--- src/rtl/safe_sequencer.sv ---
// safe_sequencer: combination-entry controller for the safe.
// Collects three dial digits (the third one arrives with open_btn), checks them
// against the stored code, and drives the lock state. It also counts failed
// attempts with a timed lockout and lets the code be re-programmed while open.
module safe_sequencer #(
   parameter int          NUM_DIGITS     = 3,
   parameter logic [11:0] DEFAULT_CODE   = 12'h123,
   parameter int          MAX_FAILS      = 3,
   parameter int          LOCKOUT_CYCLES = 1000,
   parameter int          TIMEOUT_CYCLES = 5000
) (
   input  logic       clk,
   input  logic       rst,
   input  logic       dirch,
   input  logic [3:0] dial,
   input  logic       open_btn,
   input  logic       lock_btn,
   input  logic       set_btn,
   output logic       unlocked,
   output logic       locked_out,
   output logic       err,
   output logic       cnt_rst,
   output logic [1:0] digits_entered
);

   // Index of the last digit; the final digit is taken from dial together with open_btn
   localparam logic [1:0] LAST_IDX = 2'(NUM_DIGITS - 1);
   localparam logic [2:0] MAX_F    = 3'(MAX_FAILS);

   // Counter widths sized so that (cycles - 1) always fits
   localparam int LKW = (LOCKOUT_CYCLES > 1) ? $clog2(LOCKOUT_CYCLES) : 1;
   localparam int TOW = (TIMEOUT_CYCLES > 1) ? $clog2(TIMEOUT_CYCLES) : 1;
   localparam logic [LKW-1:0] LK_LAST = LKW'(LOCKOUT_CYCLES - 1);
   localparam logic [TOW-1:0] TO_LAST = TOW'(TIMEOUT_CYCLES - 1);

   typedef enum logic [2:0] {
      S_LOCKED,
      S_ENTRY,
      S_CHECK,
      S_OPEN,
      S_SET,
      S_LOCKOUT
   } state_t;

   state_t         state;
   state_t         state_nxt;
   logic [11:0]    code;
   logic [3:0]     entry0;
   logic [3:0]     entry1;
   logic [3:0]     entry2;
   logic [3:0]     new0;
   logic [3:0]     new1;
   logic [1:0]     idx;
   logic           bad;
   logic [2:0]     fails;
   logic [2:0]     fails_inc;
   logic           match;
   logic [LKW-1:0] lock_cnt;
   logic [TOW-1:0] idle_cnt;
   logic           idle_done;
   logic           lock_done;

   // An overrun entry can never match, even if the buffered digits equal the code
   assign match     = ({entry0, entry1, entry2} == code) && !bad;
   assign fails_inc = fails + 3'd1;
   assign idle_done = (idle_cnt == TO_LAST);
   assign lock_done = (lock_cnt == '0);

   // State register; reset returns to LOCKED on the same edge
   always_ff @(posedge clk) begin
      if (!rst) begin
         state <= S_LOCKED;
      end else begin
         state <= state_nxt;
      end
   end

   // Next-state logic; lock_btn and open_btn take priority where they collide
   always_comb begin
      state_nxt = state;
      case (state)
         S_LOCKED: begin
            if (dirch) begin
               state_nxt = S_ENTRY;
            end
         end
         S_ENTRY: begin
            if (open_btn) begin
               state_nxt = S_CHECK;
            end else if (dirch) begin
               if (idx == LAST_IDX) begin
                  state_nxt = S_CHECK;
               end
            end else if (idle_done) begin
               state_nxt = S_LOCKED;
            end
         end
         S_CHECK: begin
            if (match) begin
               state_nxt = S_OPEN;
            end else if (fails_inc == MAX_F) begin
               state_nxt = S_LOCKOUT;
            end else begin
               state_nxt = S_LOCKED;
            end
         end
         S_OPEN: begin
            if (lock_btn) begin
               state_nxt = S_LOCKED;
            end else if (set_btn) begin
               state_nxt = S_SET;
            end
         end
         S_SET: begin
            if (lock_btn) begin
               state_nxt = S_LOCKED;
            end else if (open_btn && (idx == LAST_IDX)) begin
               state_nxt = S_OPEN;
            end
         end
         S_LOCKOUT: begin
            if (lock_done) begin
               state_nxt = S_LOCKED;
            end
         end
         default: begin
            state_nxt = S_LOCKED;
         end
      endcase
   end

   // Status outputs decoded straight from the registered state and digit index
   always_comb begin
      unlocked       = (state == S_OPEN) || (state == S_SET);
      locked_out     = (state == S_LOCKOUT);
      digits_entered = idx;
   end

   // Digit buffers, stored code, fail count, timers and the registered pulses
   always_ff @(posedge clk) begin
      if (!rst) begin
         code     <= DEFAULT_CODE;
         entry0   <= '0;
         entry1   <= '0;
         entry2   <= '0;
         new0     <= '0;
         new1     <= '0;
         idx      <= '0;
         bad      <= 1'b0;
         fails    <= '0;
         lock_cnt <= '0;
         idle_cnt <= '0;
         err      <= 1'b0;
         cnt_rst  <= 1'b0;
      end else begin
         err     <= 1'b0;
         cnt_rst <= 1'b0;
         case (state)
            S_LOCKED: begin
               if (dirch) begin
                  entry0   <= dial;
                  idx      <= 2'd1;
                  idle_cnt <= '0;
               end
            end
            S_ENTRY: begin
               if (open_btn) begin
                  entry2 <= dial;
               end else if (dirch) begin
                  idle_cnt <= '0;
                  if (idx == LAST_IDX) begin
                     bad <= 1'b1;
                  end else begin
                     entry1 <= dial;
                     idx    <= idx + 2'd1;
                  end
               end else if (idle_done) begin
                  idx      <= '0;
                  idle_cnt <= '0;
                  cnt_rst  <= 1'b1;
               end else begin
                  idle_cnt <= idle_cnt + TOW'(1);
               end
            end
            S_CHECK: begin
               idx     <= '0;
               bad     <= 1'b0;
               cnt_rst <= 1'b1;
               if (match) begin
                  fails <= '0;
               end else begin
                  err <= 1'b1;
                  if (fails_inc == MAX_F) begin
                     fails    <= '0;
                     lock_cnt <= LK_LAST;
                  end else begin
                     fails <= fails_inc;
                  end
               end
            end
            S_OPEN: begin
               if (!lock_btn && set_btn) begin
                  idx     <= '0;
                  cnt_rst <= 1'b1;
               end
            end
            S_SET: begin
               if (lock_btn) begin
                  idx <= '0;
               end else if (open_btn && (idx == LAST_IDX)) begin
                  code <= {new0, new1, dial};
                  idx  <= '0;
               end else if (dirch && (idx != LAST_IDX)) begin
                  if (idx == 2'd0) begin
                     new0 <= dial;
                  end else begin
                     new1 <= dial;
                  end
                  idx <= idx + 2'd1;
               end
            end
            S_LOCKOUT: begin
               if (!lock_done) begin
                  lock_cnt <= lock_cnt - LKW'(1);
               end
            end
            default: begin
               idx <= '0;
            end
         endcase
      end
   end

endmodule

--- config.mk ---
export PLATFORM = sky130hd
export DESIGN_NAME = safe_sequencer
export DESIGN_NICKNAME = d
export VERILOG_FILES = /design/src/rtl/safe_sequencer.sv
export SDC_FILE = /design/constraint.sdc
export NUM_CORES = 1
export LEC_CHECK = 0
export ABC_CLOCK_PERIOD_IN_PS = 2500
export CAP_MARGIN = 10
export CORE_MARGIN = 2
export CORE_UTILIZATION = 59
export DETAILED_ROUTE_END_ITERATION = 10
export GPL_ROUTABILITY_DRIVEN = 0
export HOLD_SLACK_MARGIN = 0.05
export PLACE_DENSITY = 0.87
export SYNTH_ARGS = -nofsm -noshare
export SYNTH_HDL_FRONTEND = slang
export SYNTH_SLANG_ARGS = --single-unit
--- constraint.sdc ---
create_clock -name clk -period 2.5 [get_ports clk]
set_input_delay 0.5 -clock clk [delete_from_list [all_inputs] [get_ports clk]]
set_output_delay 0.5 -clock clk [all_outputs]
set_load 0.005 [all_outputs]
==> reports/metrics.yaml <==
status:
  status: "finished, final reports clean"
critical_path:
  crit_chain: "inv_1, ha_1, or4b_1, o31a_1, or2_1, or4_1, o31ai_2"
  cp_top_family: "simple AND/OR/NAND/NOR gates"
  crit_fanout: 4
  startpoint_type: "register"
  worst_path_largest_cell_delay_ns: 0.49
  crit_buf_inv: 1
  cp-end-kind: "register"
  crit_arrival_ns: 2.55
  slowest_stage: "or4_1"
  crit_type: "reg2reg"
  worst-endpoint-required_ns: 2.77
place:
  place_hpwl_mm: 4.82
  dpl.cell_count: 460
  io_buffers: 15
cells_and_area:
  final_cells: 476
  drive_gt1_share_pct: 9.36
  nets: 418
  area_delta_synth_final_pct: 15.0
  diodes: 0
timing:
  skew_ns: 0.00817
  finalSetupTns_ns: 0
  maxSlewViolCount: 0
  rsz0062_at_grt: "false"
  whs_ns: 0.453
  tightest_slew_ns: 0.518
  fin_crit_sh_pct: 91.6
  max_freq_mhz: 437
  worst_slew_margin_rel_pct: 65.0
  setup_viol: 0
  hold_violations: 0
  fin_crit_ns: 2.29
yosys:
  syn_area_per_cell_um2: 8.38
  yosysMostFrequentCell: "dfxtp_1"
  synth_nets: 394
  ys_seq_elements: 66
  synth_largest_area_cell: "dfxtp_1"
  yosysWarnings: 0
  async_flop_share_pct: 0
  synth_ff_type: "dfxtp_1"
  ys_top_cells_by_count: "66 x dfxtp_1, 46 x nand2_1, 46 x nor2_1, 24 x a21oi_1, 22 x nand3_1"
  synth_cell_types: 47
  synthTopCellsByArea: "dfxtp_1 42%, mux2i_1 6.3%, xnor2_1 5.8%"
  synth-edff-count: 0
  synth.cell_area_um2: 3160
  post-synth-top-area-fraction_pct: 41.8
  syn_inst: 377
  ys_seq_area_share_pct: 41.8
die:
  die_x_um: 77.2
  ios: 16
  dieArea_um2: 5950
  start_util_pct: 61.4
  die_h_um: 77.2
  num_rows: 26
  core_um2: 5140
clock_tree:
  clock_latency_ns: 0.35
  numCtsBuffers: 9
  cts_resized: 0
  hold_buffers: 0
  cts_sinks: 66
  root_buffer: "clkbuf_8"
  cts_max_level: 3
  cts_tree: "built"
  clockBufferDepth: 2
  clk_pin_slew_ns: 0.07
  cts_setup_buffers: 0
global_route:
  grt_pass1_vias: 2580
  grt_pass1_wl_mm: 11.7
  grtUsageTotal_pct: 24.3
  grt_antenna_before_repair: 0
  grt_max_degree: 30
  overflow: 0
route:
  wl_per_cell_um: 14.5
  drt-initial-drc-count: 288
  routed_wl_mm: 6.90
  dr_total_vias: 2765
  vias_per_cell: 5.81
  firstDrtPassIters: 5
  post-route-drc-count: 0
  ant_nets: 0
worst_hold_path:
  hold_class: "reg2reg"
run:
  max_cap_violations: 0
power:
  power_density_nw_per_um2: 675
  finalPower_mw: 2.45
  p_leak_nw: 1.35
  ir_drop_mv: 0.459
-- placed cells by master, fill, tap and decap left out, types with 6 or more instances in the layout --
master / instances
a21oi_1: 24
o21ai_0: 7
ha_1: 7
nor2_1: 46
mux2i_1: 20
clkdlybuf4s50_1: 15
nand3_1: 22
nand2_1: 46
xor2_1: 9
nand2b_1: 6
nand4_1: 7
nor3_1: 9
xnor2_1: 21
inv_1: 10
dfxtp_1: 66
buf_4: 16
clkbuf_8: 12
-- flip-flops by register name, indices dropped and copies added, names as in the netlist, 2 cells and up --
name / cells
new1: 4
entry0: 4
idle_cnt: 13
new0: 4
code: 12
fails: 3
digits_entered: 2
state: 3
entry2: 4
lock_cnt: 10
entry1: 4
-- per-layer routing --
layer | track usage (%) | wire [um] | vias up
li1 | - | - | 1359
met3 | 4.35 | 325 | 11
met4 | 12.1 | 120 | 0
met1 | 31.5 | 3160 | 1307
met2 | 38.9 | 3300 | 88
met5 | 0 | 0 | -
-- worst min-delay path, stage by stage, from the launching register on --
cell and delay [ns]:
dfxtp_1 0.31, nand2_1 0.05, a21oi_1 0.05
-- cells by family (layout without fill, tap and decap cells) --
| family | after synthesis | after routing | synth area share [%] |
|---|---|---|---|
| buffers and inverters | 29 | 58 | 3.45 |
| muxes | 20 | 20 | 6.34 |
| and+or+nand+nor | 173 | 173 | 26.9 |
| xor gates and xnor gates | 30 | 30 | 8.32 |
| DFF | 66 | 66 | 41.8 |
| AOI/OAI and AO/OA | 52 | 52 | 10.3 |
| adders and majority gates | 7 | 7 | 2.77 |
-- power breakdown --
group	total [mW]	switching [mW]	internal, mW
Combinational	0.470	0.260	0.211
Clock	0.827	0.388	0.439
Sequential	1.15	0.0505	1.10
Total	2.45	0.698	1.75
-- final cells by class --
| class | instances | area, um2 |
|---|---|---|
| timing repair buffer | 31 | 270 |
| clock inverter | 2 | 10.0 |
| clock buffer | 14 | 173 |
| sequential | 66 | 1320 |
| fill | 430 | 1510 |
| tap | 70 | 87.6 |
| inverter | 11 | 41.3 |
| multi-input combinational | 282 | 1730 |
-- final timing paths --
kind	cells past startpoint	start	slack, ns	end
worst max-delay path	7	lock_cnt[0]	0.21	state[0]
worst min-delay path	2	new1[2]	0.45	code[6]
worst max register to register	7	lock_cnt[0]	0.21	state[0]
worst min register to register	2	new1[2]	0.45	code[6]
-- per-stage QoR --
stage | setup slack (ns) | cell area (um2) | util [%]
3_5_place_dp | 0.0385 | 3450 | 67.1
4_1_cts | 0.205 | 3630 | 70.6
6_report | 0.211 | 3630 | 70.6
3_3_place_gp | 0.105 | 3450 | 67.1
2_1_floorplan | 0.346 | 3160 | -
5_1_grt | 0.132 | 3630 | 70.6
No activity file was read; power rests on OpenSTA's default activity.
